**config.mk**
```make
export PLATFORM = sky130hd
export DESIGN_NAME = noc_inject_buffer
export DESIGN_NICKNAME = d
export VERILOG_FILES = /design/src/rtl/noc_pkg.sv /design/src/rtl/noc_sync_fifo.sv /design/src/rtl/noc_inject_buffer.sv
export SDC_FILE = /design/constraint.sdc
export NUM_CORES = 1
export LEC_CHECK = 0
export CAP_MARGIN = 20
export CORE_MARGIN = 4
export CORE_UTILIZATION = 37
export DETAILED_ROUTE_END_ITERATION = 10
export GPL_TIMING_DRIVEN = 0
export SYNTH_ARGS = -nofsm -noshare
export SYNTH_HDL_FRONTEND = slang
export SYNTH_SLANG_ARGS = --single-unit
```
**constraint.sdc**
```tcl
create_clock -name clk -period 2.6 [get_ports clk]
set_input_delay 0.26 -clock clk [delete_from_list [all_inputs] [get_ports clk]]
set_output_delay 0.26 -clock clk [all_outputs]
set_load 0.02 [all_outputs]
```
**src/rtl/noc_pkg.sv**
```systemverilog
// Shared NoC definitions: flit/ctrl widths, control codes, output port codes,
// plus the XY route and Hamming syndrome helpers used at injection.
package noc_pkg;

   localparam int FLIT_W = 11;
   localparam int CTRL_W = 2;

   typedef enum logic [2:0] {
      PORT_LOCAL = 3'd0,
      PORT_EAST  = 3'd1,
      PORT_WEST  = 3'd2,
      PORT_NORTH = 3'd3,
      PORT_SOUTH = 3'd4
   } port_e;

   localparam logic [CTRL_W-1:0] CTRL_DROP0 = 2'd0;
   localparam logic [CTRL_W-1:0] CTRL_CFG   = 2'd1;
   localparam logic [CTRL_W-1:0] CTRL_DATA  = 2'd2;
   localparam logic [CTRL_W-1:0] CTRL_DROP3 = 2'd3;

   // Dimension-ordered routing: resolve X completely before looking at Y.
   function automatic port_e xy_route(input logic [1:0] dx, input logic [1:0] dy,
                                      input logic [1:0] lx, input logic [1:0] ly);
      port_e p;
      if (dx > lx)      p = PORT_EAST;
      else if (dx < lx) p = PORT_WEST;
      else if (dy > ly) p = PORT_NORTH;
      else if (dy < ly) p = PORT_SOUTH;
      else              p = PORT_LOCAL;
      return p;
   endfunction

   function automatic logic [2:0] hamming_syndrome(input logic [6:0] raw);
      logic [2:0] s;
      s[0] = raw[0] ^ raw[2] ^ raw[4] ^ raw[6];
      s[1] = raw[1] ^ raw[2] ^ raw[5] ^ raw[6];
      s[2] = raw[3] ^ raw[4] ^ raw[5] ^ raw[6];
      return s;
   endfunction

endpackage

```
**src/rtl/noc_sync_fifo.sv**
```systemverilog
// Synchronous FIFO with power-of-two depth; head entry is presented
// combinationally on rd_data. Overflowing pushes and empty pops are ignored.
module noc_sync_fifo #(
   parameter int WIDTH = 8,
   parameter int DEPTH = 4
) (
   input  logic             clk,
   input  logic             reset,
   input  logic             push,
   input  logic             pop,
   input  logic [WIDTH-1:0] wr_data,
   output logic [WIDTH-1:0] rd_data,
   output logic             full,
   output logic             empty
);

   localparam int PTR_W = $clog2(DEPTH);
   localparam int CNT_W = PTR_W + 1;

   logic [WIDTH-1:0] mem [DEPTH];
   logic [PTR_W-1:0] wr_ptr;
   logic [PTR_W-1:0] rd_ptr;
   logic [CNT_W-1:0] count;
   logic             do_push;
   logic             do_pop;

   assign full    = (count == CNT_W'(DEPTH));
   assign empty   = (count == '0);
   assign do_push = push && !full;
   assign do_pop  = pop && !empty;
   assign rd_data = mem[rd_ptr];

   // NOTE: sequential state uses non-blocking assignments so every register
   // samples pre-edge values regardless of statement order.
   always_ff @(posedge clk) begin
      if (reset) begin
         wr_ptr <= '0;
         rd_ptr <= '0;
         count  <= '0;
      end else begin
         // Pointers are PTR_W bits wide, so increments wrap modulo DEPTH.
         if (do_push) wr_ptr <= wr_ptr + PTR_W'(1);
         if (do_pop)  rd_ptr <= rd_ptr + PTR_W'(1);
         case ({do_push, do_pop})
            2'b10:   count <= count + CNT_W'(1);
            2'b01:   count <= count - CNT_W'(1);
            default: count <= count;
         endcase
      end
   end

   // NOTE: storage has no reset; count gates validity, and leaving the array
   // unreset lets it map onto plain RAM/flops without a reset tree.
   always_ff @(posedge clk) begin
      if (do_push) mem[wr_ptr] <= wr_data;
   end

endmodule

```
**src/rtl/noc_inject_buffer.sv**
```systemverilog
// NoC injection buffer: decodes core ctrl tags, routes data flits (XY) at
// enqueue and queues them for the router. Optional PARITY_CHECK_EN adds a Hamming check.
module noc_inject_buffer
   import noc_pkg::*;
#(
   parameter int          DEPTH   = 4,
   parameter logic [1:0]  LOCAL_X = 2'd1,
   parameter logic [1:0]  LOCAL_Y = 2'd2
) (
   input  logic              clk,
   input  logic              reset,
   input  logic              in_valid,
   output logic              in_ready,
   input  logic [FLIT_W-1:0] in_data,
   input  logic [CTRL_W-1:0] in_ctrl,
   output logic              out_valid,
   input  logic              out_ready,
   output logic [FLIT_W-1:0] out_data,
   output logic [2:0]        out_port,
   output logic              out_err,
   output logic [7:0]        drop_cnt,
   output logic [7:0]        err_cnt
);

   typedef struct packed {
`ifdef PARITY_CHECK_EN
      logic                err;
`endif
      port_e               port;
      logic [FLIT_W-1:0]   data;
   } entry_t;

   logic [1:0]  loc_x;
   logic [1:0]  loc_y;
   logic        accept;
   logic        is_data;
   logic        is_cfg;
   logic        is_drop;
   logic        fifo_full;
   logic        fifo_empty;
   entry_t      wr_entry;
   entry_t      head;
   logic [7:0]  drop_q;

   assign in_ready = !fifo_full;
   assign accept   = in_valid && in_ready;

   // NOTE: every always_comb output gets a default first so no path infers a latch.
   always_comb begin
      is_data = 1'b0;
      is_cfg  = 1'b0;
      is_drop = 1'b0;
      if (accept) begin
         case (in_ctrl)
            CTRL_DATA: is_data = 1'b1;
            CTRL_CFG:  is_cfg  = 1'b1;
            default:   is_drop = 1'b1;
         endcase
      end
   end

   always_comb begin
      wr_entry      = '0;
      wr_entry.data = in_data;
      wr_entry.port = xy_route(in_data[3:2], in_data[1:0], loc_x, loc_y);
`ifdef PARITY_CHECK_EN
      wr_entry.err  = |hamming_syndrome(in_data[10:4]);
`endif
   end

   noc_sync_fifo #(
      .WIDTH ($bits(entry_t)),
      .DEPTH (DEPTH)
   ) u_fifo (
      .clk     (clk),
      .reset   (reset),
      .push    (is_data),
      .pop     (out_valid && out_ready),
      .wr_data (wr_entry),
      .rd_data (head),
      .full    (fifo_full),
      .empty   (fifo_empty)
   );

   always_ff @(posedge clk) begin
      if (reset) begin
         loc_x  <= LOCAL_X;
         loc_y  <= LOCAL_Y;
         drop_q <= '0;
      end else begin
         if (is_cfg) begin
            loc_x <= in_data[3:2];
            loc_y <= in_data[1:0];
         end
         if (is_drop && drop_q != 8'hFF) drop_q <= drop_q + 8'd1;
      end
   end

   assign drop_cnt  = drop_q;
   assign out_valid = !fifo_empty;
   // Unwritten storage is never exposed: outputs read zero while empty.
   assign out_data  = out_valid ? head.data : '0;
   assign out_port  = out_valid ? head.port : PORT_LOCAL;

`ifdef PARITY_CHECK_EN
   logic [7:0] err_q;

   always_ff @(posedge clk) begin
      if (reset) begin
         err_q <= '0;
      end else if (is_data && wr_entry.err && err_q != 8'hFF) begin
         err_q <= err_q + 8'd1;
      end
   end

   assign err_cnt = err_q;
   assign out_err = out_valid && head.err;
`else
   assign err_cnt = '0;
   assign out_err = 1'b0;
`endif

endmodule

```
==> metrics.md <==
| Metric | Value |
|---|---|
| Final Hold Fails | 0 |
| DRT iter0 DRCs | 63 |
| Int Power | between 2000 and 2500 uW |
| Multi-input gate area | between 1000 and 1500 um2 |
| Avg WL per Cell | 14.2 um |
| Crit Path Class | reg -> out |
| First-pass GRT wire length | around 10 mm |
| CTS buffer count | 9 |
| Yosys top cell area share | around half |
| Antenna cell count | 0 |
| Average vias per placed instance | approximately 4.7 |
| Number of global-route vias before repair | around 2000 |
| Tot GR Track Use | between 10% and 20% |
| Period utilization | a little over nine tenths |
| Worst r2r dst | u_fifo.count[2]$_SDFFE_PP0P_ |
| Layout Utilization | a little under half |
| Post-Route WL | 5.75 mm |
| Status | completed |
| Crit path DAT | 2.21 ns |
| R2R Path Start | u_fifo.count[0]$_SDFFE_PP0P_ |
| # rows | 34 |
| Gr ovfl total | 0 |
| Global placer's final weighted congestion | between 0.8 and 0.9 |
| Final-report setup violation count | 0 |
| Die X-Extent | 103 um |
| Leading area contributor after synthesis | edfxtp_1 |
| DIE HEIGHT | around 100 um |
| H-tree depth | 3 |
| Synthesis-stage register bit count | 77 |
| Power Density | approximately 780 nW/um2 |
| Overall power | 3270 uW |
| Tmin final | around 2.5 ns |
| Count leader, synth | edfxtp_1 |
| HP Class | in -> reg |
| Psw | slightly above 900 uW |
| DR vias | ~1900 |
| Async SR Flop Fraction | 0% |
| Fin. max-slew vios | 0 |
| Sw Ratio | 28.0% |
| Largest net degree at the start of global routing | 15 |
| Mapped Area | 3360 um2 |
| Post-synth EDFFs | between 50 and 60 |
| Startpoint Class | register |
| Post-synthesis sequential area ratio | a little over three fifths |
| Clock Skew | about 0.0078 ns |
| Full die area | about 11000 um2 |
| CP Capture Type | primary output |
| Synth cell count leaders | edfxtp_1 (56), dfxtp_1 (21), and2_1 (19) |
| Mean Syn Cell Area | 14.3 um2 |
| Critical path fanouts, max | 10 |
| Starting Density | a little under two fifths |
| Max Cap Viol | 0 |
| Top cells by area, synth | edfxtp_1 (50%), dfxtp_1 (13%), mux4_2 (9.4%) |
| Reg2reg setup slack | between 0.15 and 0.2 ns |
| Synth-to-layout area growth | 24.4% |
| Cells after synthesis | 235 |
| Final ANT Viol Nets | 0 |
| Setup TNS | 0 ns |
| Root Driver | clkbuf_8 |
| # Post-CTS Setup Buffers | 0 |
| Clock power share | ~30% |
| Maximum vdd drop | roughly 0.33 mV |
| Hold worst-path end | u_fifo.count[2]$_SDFFE_PP0P_ |
| Fillers | 774 |
| Register area | 2100 um2 |
| Slew HR | around 50% |
| R2R depth | 10 |
| DRC Markers | 0 |
| Core area | 8760 um2 |
| CTS Hold Bufs | 0 |
| CP required | 2.34 ns |
| PortBufs | 39 |
| Pre-antenna DRT Iters | 4 |
| Yosys warns | 0 |
| Clock sink count | between 70 and 80 |
| CTS Buffer Depth | 2 |
| Io pins | 50 |
| Logic gate share of total power | 27.2% |
| Clock transition at path regs | ~0.080 ns |
| Slew at the pin closest to its max-slew limit | 0.756 ns |
| DP Wirelength | about 3.9 mm |
| Final #Nets | about 320 |
| Worst skew pair latency | 0.34 ns |
| Min-Delay Startpoint | reset |
| WHS Path Cells | 2 |
| Leak Pwr | about 0.0016 uW |
| Antenna violations before repair | 0 |
| TritonCTS clock tree | built |
| Sequential fraction of design power | 42.6% |
| Max frequency | approximately 400 MHz |
| RSZ-0062 raised after global routing | false |
| Ratio of cells with drive above 1 in the final layout | between 10% and 20% |
| Main synth FF type | edfxtp_1 |
| Netlist cell types | 39 |
[worst max path at each step]
stage,cells after the start,end,startpoint,slack (ns)
floorplan,11,u_fifo.count[2]$_SDFFE_PP0P_,u_fifo.count[0]$_SDFFE_PP0P_,0.15
CTS,5,out_port[0],register,0.01
global route,5,out_data[4],register,0.002
finish,5,out_data[8],register,0.13
global placement,12,u_fifo.count[2]$_SDFFE_PP0P_,in_ctrl[0],-0.08
detailed placement,12,u_fifo.count[2]$_SDFFE_PP0P_,in_ctrl[0],-0.13
[routing by layer]
metal | GRT usage (%) | part of all wire [%] | routed length [um] | vias up
met5 | 0 | 0 | 0 | -
met4 | 2.99 | 0.66 | 38 | 0
met3 | 4.76 | 7.0 | 401 | 4
met2 | 20.5 | 49 | 2810 | 53
met1 | 14.9 | 43 | 2500 | 903
li1 | - | - | - | 954
[critical path: stages, from the launching register on]
cell and delay, ns:
dfxtp_1 0.31, clkbuf_4 0.19, buf_8 0.18, mux4_2 0.50, and2_1 0.16, clkdlybuf4s50_1 0.53
[area by class of cell]
type,instances,area share [%]
Tap cell,108,3.23
Buffer,18,3.14
Multi-Input combinational cell,130,26.5
Timing Repair Buffer,40,10.1
Inverter,16,1.44
Sequential cell,77,50.3
Clock buffer,9,2.96
Clock inverter,7,2.30
[power groups by stage]
stage	Clock, uW	Combinational [uW]	Sequential, uW
3_3_place_gp	0	897	1420
4_1_cts	1020	914	1390
2_1_floorplan	0	563	1420
5_1_grt	1080	974	1400
3_5_place_dp	0	896	1420
6_report	987	888	1390
[cell usage in the layout, fill, tap and decap left out, drive strengths merged, types with 2 or more instances in the layout]
cell           instances
nor2b                  3
o21ai                  4
bufinv                 2
clkbuf                14
mux2i                  4
o21bai                 2
a31oi                  2
o31ai                  3
or4                    2
clkdlybuf4s50         32
and4                   3
xor2                   3
ha                    12
xnor2                  2
nand3                  5
and3                   2
or3                    4
and2                  19
nor2                  12
edfxtp                56
clkinvlp               2
mux4                  14
a21oi                  8
dlymetal6s2s           8
dfxtp                 21
conb                   9
nand2                  7
buf                   13
inv                   18
[stage by stage]
stage,setup slack [ns],std cells,area (um2),hold WS [ns]
after detailed placement,-0.132,390,3920,0.473
after CTS,0.00988,405,4140,0.313
after floorplan,0.150,243,3390,0.359
after global placement,-0.0781,390,3920,0.465
after global routing,0.00208,405,4180,0.324
final,0.132,405,4180,0.326
[registers in the layout, summed over array words and instances (netlist names), named ones only]
signal,count
u_fifo.count,3
loc_x,2
u_fifo.rd_ptr,2
u_fifo.wr_ptr,2
drop_cnt,8
loc_y,2
u_fifo.mem,56
[logic make-up (layout without fill, tap and decap cells)]
| kind of cell | after synthesis | in the layout | synth area share [%] |
|---|---|---|---|
| compound gates | 22 | 22 | 4.06 |
| xor+xnor | 5 | 5 | 1.30 |
| fa+ha+maj | 13 | 13 | 5.06 |
| buf+inv | 36 | 90 | 5.47 |
| flops | 77 | 77 | 62.5 |
| mux | 19 | 19 | 10.9 |
| other cells | 1 | 9 | 0.112 |
| simple gates | 62 | 62 | 10.5 |
[repair_timing]
item                                    in CTS  in global routing
endpoints found under the setup margin      11                 11
gates resized for setup                      4                 12
pin swaps                                    0                  0
Power figures use the tool's default switching activity.
==> RTL change 1 (same flow settings) <==
Build with the macro `PARITY_CHECK_EN` defined.
--- a/src/rtl/noc_inject_buffer.sv
+++ b/src/rtl/noc_inject_buffer.sv
@@ -1,5 +1,7 @@
 // NoC injection buffer: decodes core ctrl tags, routes data flits (XY) at
 // enqueue and queues them for the router. Optional PARITY_CHECK_EN adds a Hamming check.
+`define PARITY_CHECK_EN
+
 module noc_inject_buffer
    import noc_pkg::*;
 #(
Behaviour: not the same (a bounded check fails within 4 cycles, from zero or initial values and one cycle with reset high).
==> RTL change 1 against the unedited design <==
- setup slack lost 0.015 ns
- final cell count increased by 20%
- synthesized cell count up 23%
- non-clock buffer count grew 1
- design area rose by 16%
- synthesized area rose by 17%
- clock skew increased by 0.0061 ns
- combinational power grew 7.9%
- sequential cell count is 12 higher
- via count rose by 26%
- wire length is 32% higher
- power increased by 11%
==> RTL change 1: results (changes against the unedited design) <==
[clock_tree]
post_cts_resized=7  ; +3

[synth]
ys_types=44  ; +13%
synthMuxAreaShare_pct=11.5  ; +0.60 points
synthTopCellsByArea=edfxtp_1 46%, dfxtp_1 15%, mux4_2 9.1%
synth-adder-area-share_pct=4.63  ; -0.43 points
synthCells=290  ; +23%
synth.top_cells.by_count=60 x edfxtp_1, 29 x dfxtp_1, 24 x nor2_1
synth_edf_count=60  ; +7.1%
synth_compound_area_share_pct=4.76  ; +0.70 points
synth_area_per_cell_sq_um=13.6  ; -4.8%

[cells_and_area]
finalNonFillerCells=488  ; +20%
drive_gt1_share_pct=15.1  ; -1.8 points
seq_share_pct=49.3  ; -1.0 points
multi_input_area_share_pct=29.3  ; +2.8 points
clkCellAreaFrac_pct=4.62  ; -0.64 points
fill_cells=974  ; +26%
layout.non_clock_buffers=59  ; +1.7%
seq_area_sq_mm=0.00239  ; +14%
finalNetCount=378  ; +17%

[drt]
viasPerCell=4.94  ; +4.5%
routed_wl_um=7600  ; +32%

[place]
dp_slack_ns=-0.217  ; -0.0847 ns
dpl_cell_area_sq_mm=0.00461  ; +18%
portBuffers=49  ; +26%
dpl.cell_count=475  ; +22%
hpwl_um=5270  ; +35%

[run_status]
status=finished, final reports clean

[worst_setup_path]
cp_top_family=simple AND/OR/NAND/NOR gates
critical_path_arrival_ns=2.76  ; +0.55 ns

[global_routing]
groute.usage.overall_pct=12.7  ; +0.52 points
grt_pass1_vias=2508  ; +23%
grt_pass1_wl_um=12600  ; +28%
grt_start_max_net_pins=17  ; +2

[timing]
fin_skew_ns=0.0138  ; +0.00605 ns
worst_slew_pin_slew_ns=0.918  ; +0.162 ns
hold_ws_ns=0.491  ; +0.165 ns

[power]
vdd_drop_max_mv=0.355  ; +8.4%

[worst_hold_path]
min_from=loc_y[1]

[RTL change 1: power breakdown]
part	switching, mW	leakage, nW	internal [mW]
sequential	0.0502	0.778	1.57
combinational	0.470	0.754	0.487
clock	0.498	0.111	0.551
total	1.02	1.64	2.60
[RTL change 1: worst max path at each step]
stage	slack, ns	depth (start not counted)	end	start
floorplan	0.15	11	u_fifo.count[2]	u_fifo.count[0]
global placement	-0.16	8	err_cnt[6]	in_data[9]
detailed placement	-0.22	8	err_cnt[4]	in_data[5]
CTS	0.01	4	out_data[3]	register
global route	-0.007	10	u_fifo.count[2]	u_fifo.count[0]
finish	0.12	10	u_fifo.count[2]	u_fifo.count[0]
[RTL change 1: per-layer routing]
layer	track usage, %	routed length, um	vias to the layer above
li1	-	-	1171
met1	16.9	3600	1174
met2	20.6	3570	57
met3	2.84	338	9
met4	4.38	95	0
met5	0	0	-
==> RTL change 2 (same flow settings) <==
Made on the original files. Register the output `drop_cnt` once more, with the module's reset; this adds one clock of latency there. The other outputs are not delayed to match.
--- a/src/rtl/noc_inject_buffer.sv
+++ b/src/rtl/noc_inject_buffer.sv
@@ -96,7 +96,13 @@
       end
    end
 
-   assign drop_cnt  = drop_q;
+   always_ff @(posedge clk) begin
+      if (reset) begin
+         drop_cnt <= '0;
+      end else begin
+         drop_cnt <= drop_q;
+      end
+   end
    assign out_valid = !fifo_empty;
    // Unwritten storage is never exposed: outputs read zero while empty.
    assign out_data  = out_valid ? head.data : '0;
Formal check against the unedited RTL: not equivalent (a bounded check fails within 4 cycles, from zero or initial values and one cycle with reset high).
==> RTL change 2 against the unedited design <==
- sequential cell count rose by 8
- wire length rose by 5.2%
- sequential share of layout area grew 0.22 points
- die area rose by 7.8%
- via count grew 3.9%
- setup slack got worse by 0.027 ns
- synthesized area up 8.4%
- design area increased by 7.3%
- clock power shrank 0.5%
- power grew 4.9%
- count of clock-buffer cells in the layout unchanged
- non-clock buffer count is 3 higher
==> RTL change 2: results (changes against the unedited design) <==
[run_status]
status=finished, final reports clean

[power]
vdd_drop_max_mv=0.334  ; +2.2%
powerComb_mw=0.928  ; +4.5%
leakagePower_nw=1.62  ; +0.49%
p_clk_mw=0.982  ; -0.5%
p_sw_share_pct=27.2  ; -0.83 points

[synth]
synthMuxAreaShare_pct=10.7  ; -0.19 points
synth_area_per_cell_sq_um=14.6  ; +2.3%
synth-adder-area-share_pct=4.67  ; -0.39 points
synth-xor-area-share_pct=1.20  ; -0.10 points
ys_types=43  ; +10%
synth.top_cells.by_count=56 x edfxtp_1, 29 x dfxtp_1, 16 x inv_1, 16 x nor2_1, 15 x and2_1
synthTopCellsByArea=edfxtp_1 46%, dfxtp_1 16%, mux4_2 8.7%
synth_compound_area_share_pct=3.16  ; -0.90 points

[worst_setup_path]
rrSetupSlack_ns=0.10  ; -0.09 ns
cp_max_fo=7  ; -3
cp_top_family=simple AND/OR/NAND/NOR gates
critical_path.endpoint=u_fifo.count[2]
max_stage_delay_ns=0.39  ; -0.14 ns

[global_routing]
grt_pass1_wl_um=9890  ; +1.1%
grt_pass1_vias=2029  ; -0.78%

[cells_and_area]
drive_gt1_share_pct=22.0  ; +5.1 points

[clock_tree]
post_cts_resized=3  ; -1

[place]
hpwl_um=4150  ; +6.0%
dpl_cell_area_sq_mm=0.00423  ; +7.9%

[drt]
wire_per_inst_um=13.7  ; -3.8%

[timing]
timing.slew.headroom_pct=37.4  ; -12 points
timing.fmax_mhz=401  ; -1.1%
hold_ws_ns=0.344  ; +0.0186 ns

[worst_hold_path]
hold_end=drop_cnt[5]

-- RTL change 2: per-layer routing --
layer | GRT usage, % | share of wire [%] | up-vias
met5 | 0 | 0 | -
met4 | 3.01 | 1.1 | 0
met3 | 3.97 | 5.6 | 8
met2 | 19.2 | 51 | 44
met1 | 13.3 | 42 | 942
li1 | - | - | 995
-- RTL change 2: area by class of cell --
class | instances | area (sq um)
Timing Repair Buffer | 41 | 410
Clock inverter | 7 | 90.1
Inverter | 16 | 60.1
Fill cell | 854 | 4930
Buffer | 20 | 149
Clock buffer | 9 | 124
Sequential cell | 85 | 2270
Tap cell | 129 | 161
Multi-Input combinational cell | 136 | 1220
-- RTL change 2: cell families (layout without fill, tap and decap cells) --
kind of cell / after synthesis / in the layout
flops: 85 / 85
simple gates: 71 / 71
buf+inv: 36 / 93
mux: 20 / 20
compound gates: 18 / 18
fa+ha+maj: 13 / 13
xor+xnor: 5 / 5
other cells: 1 / 9
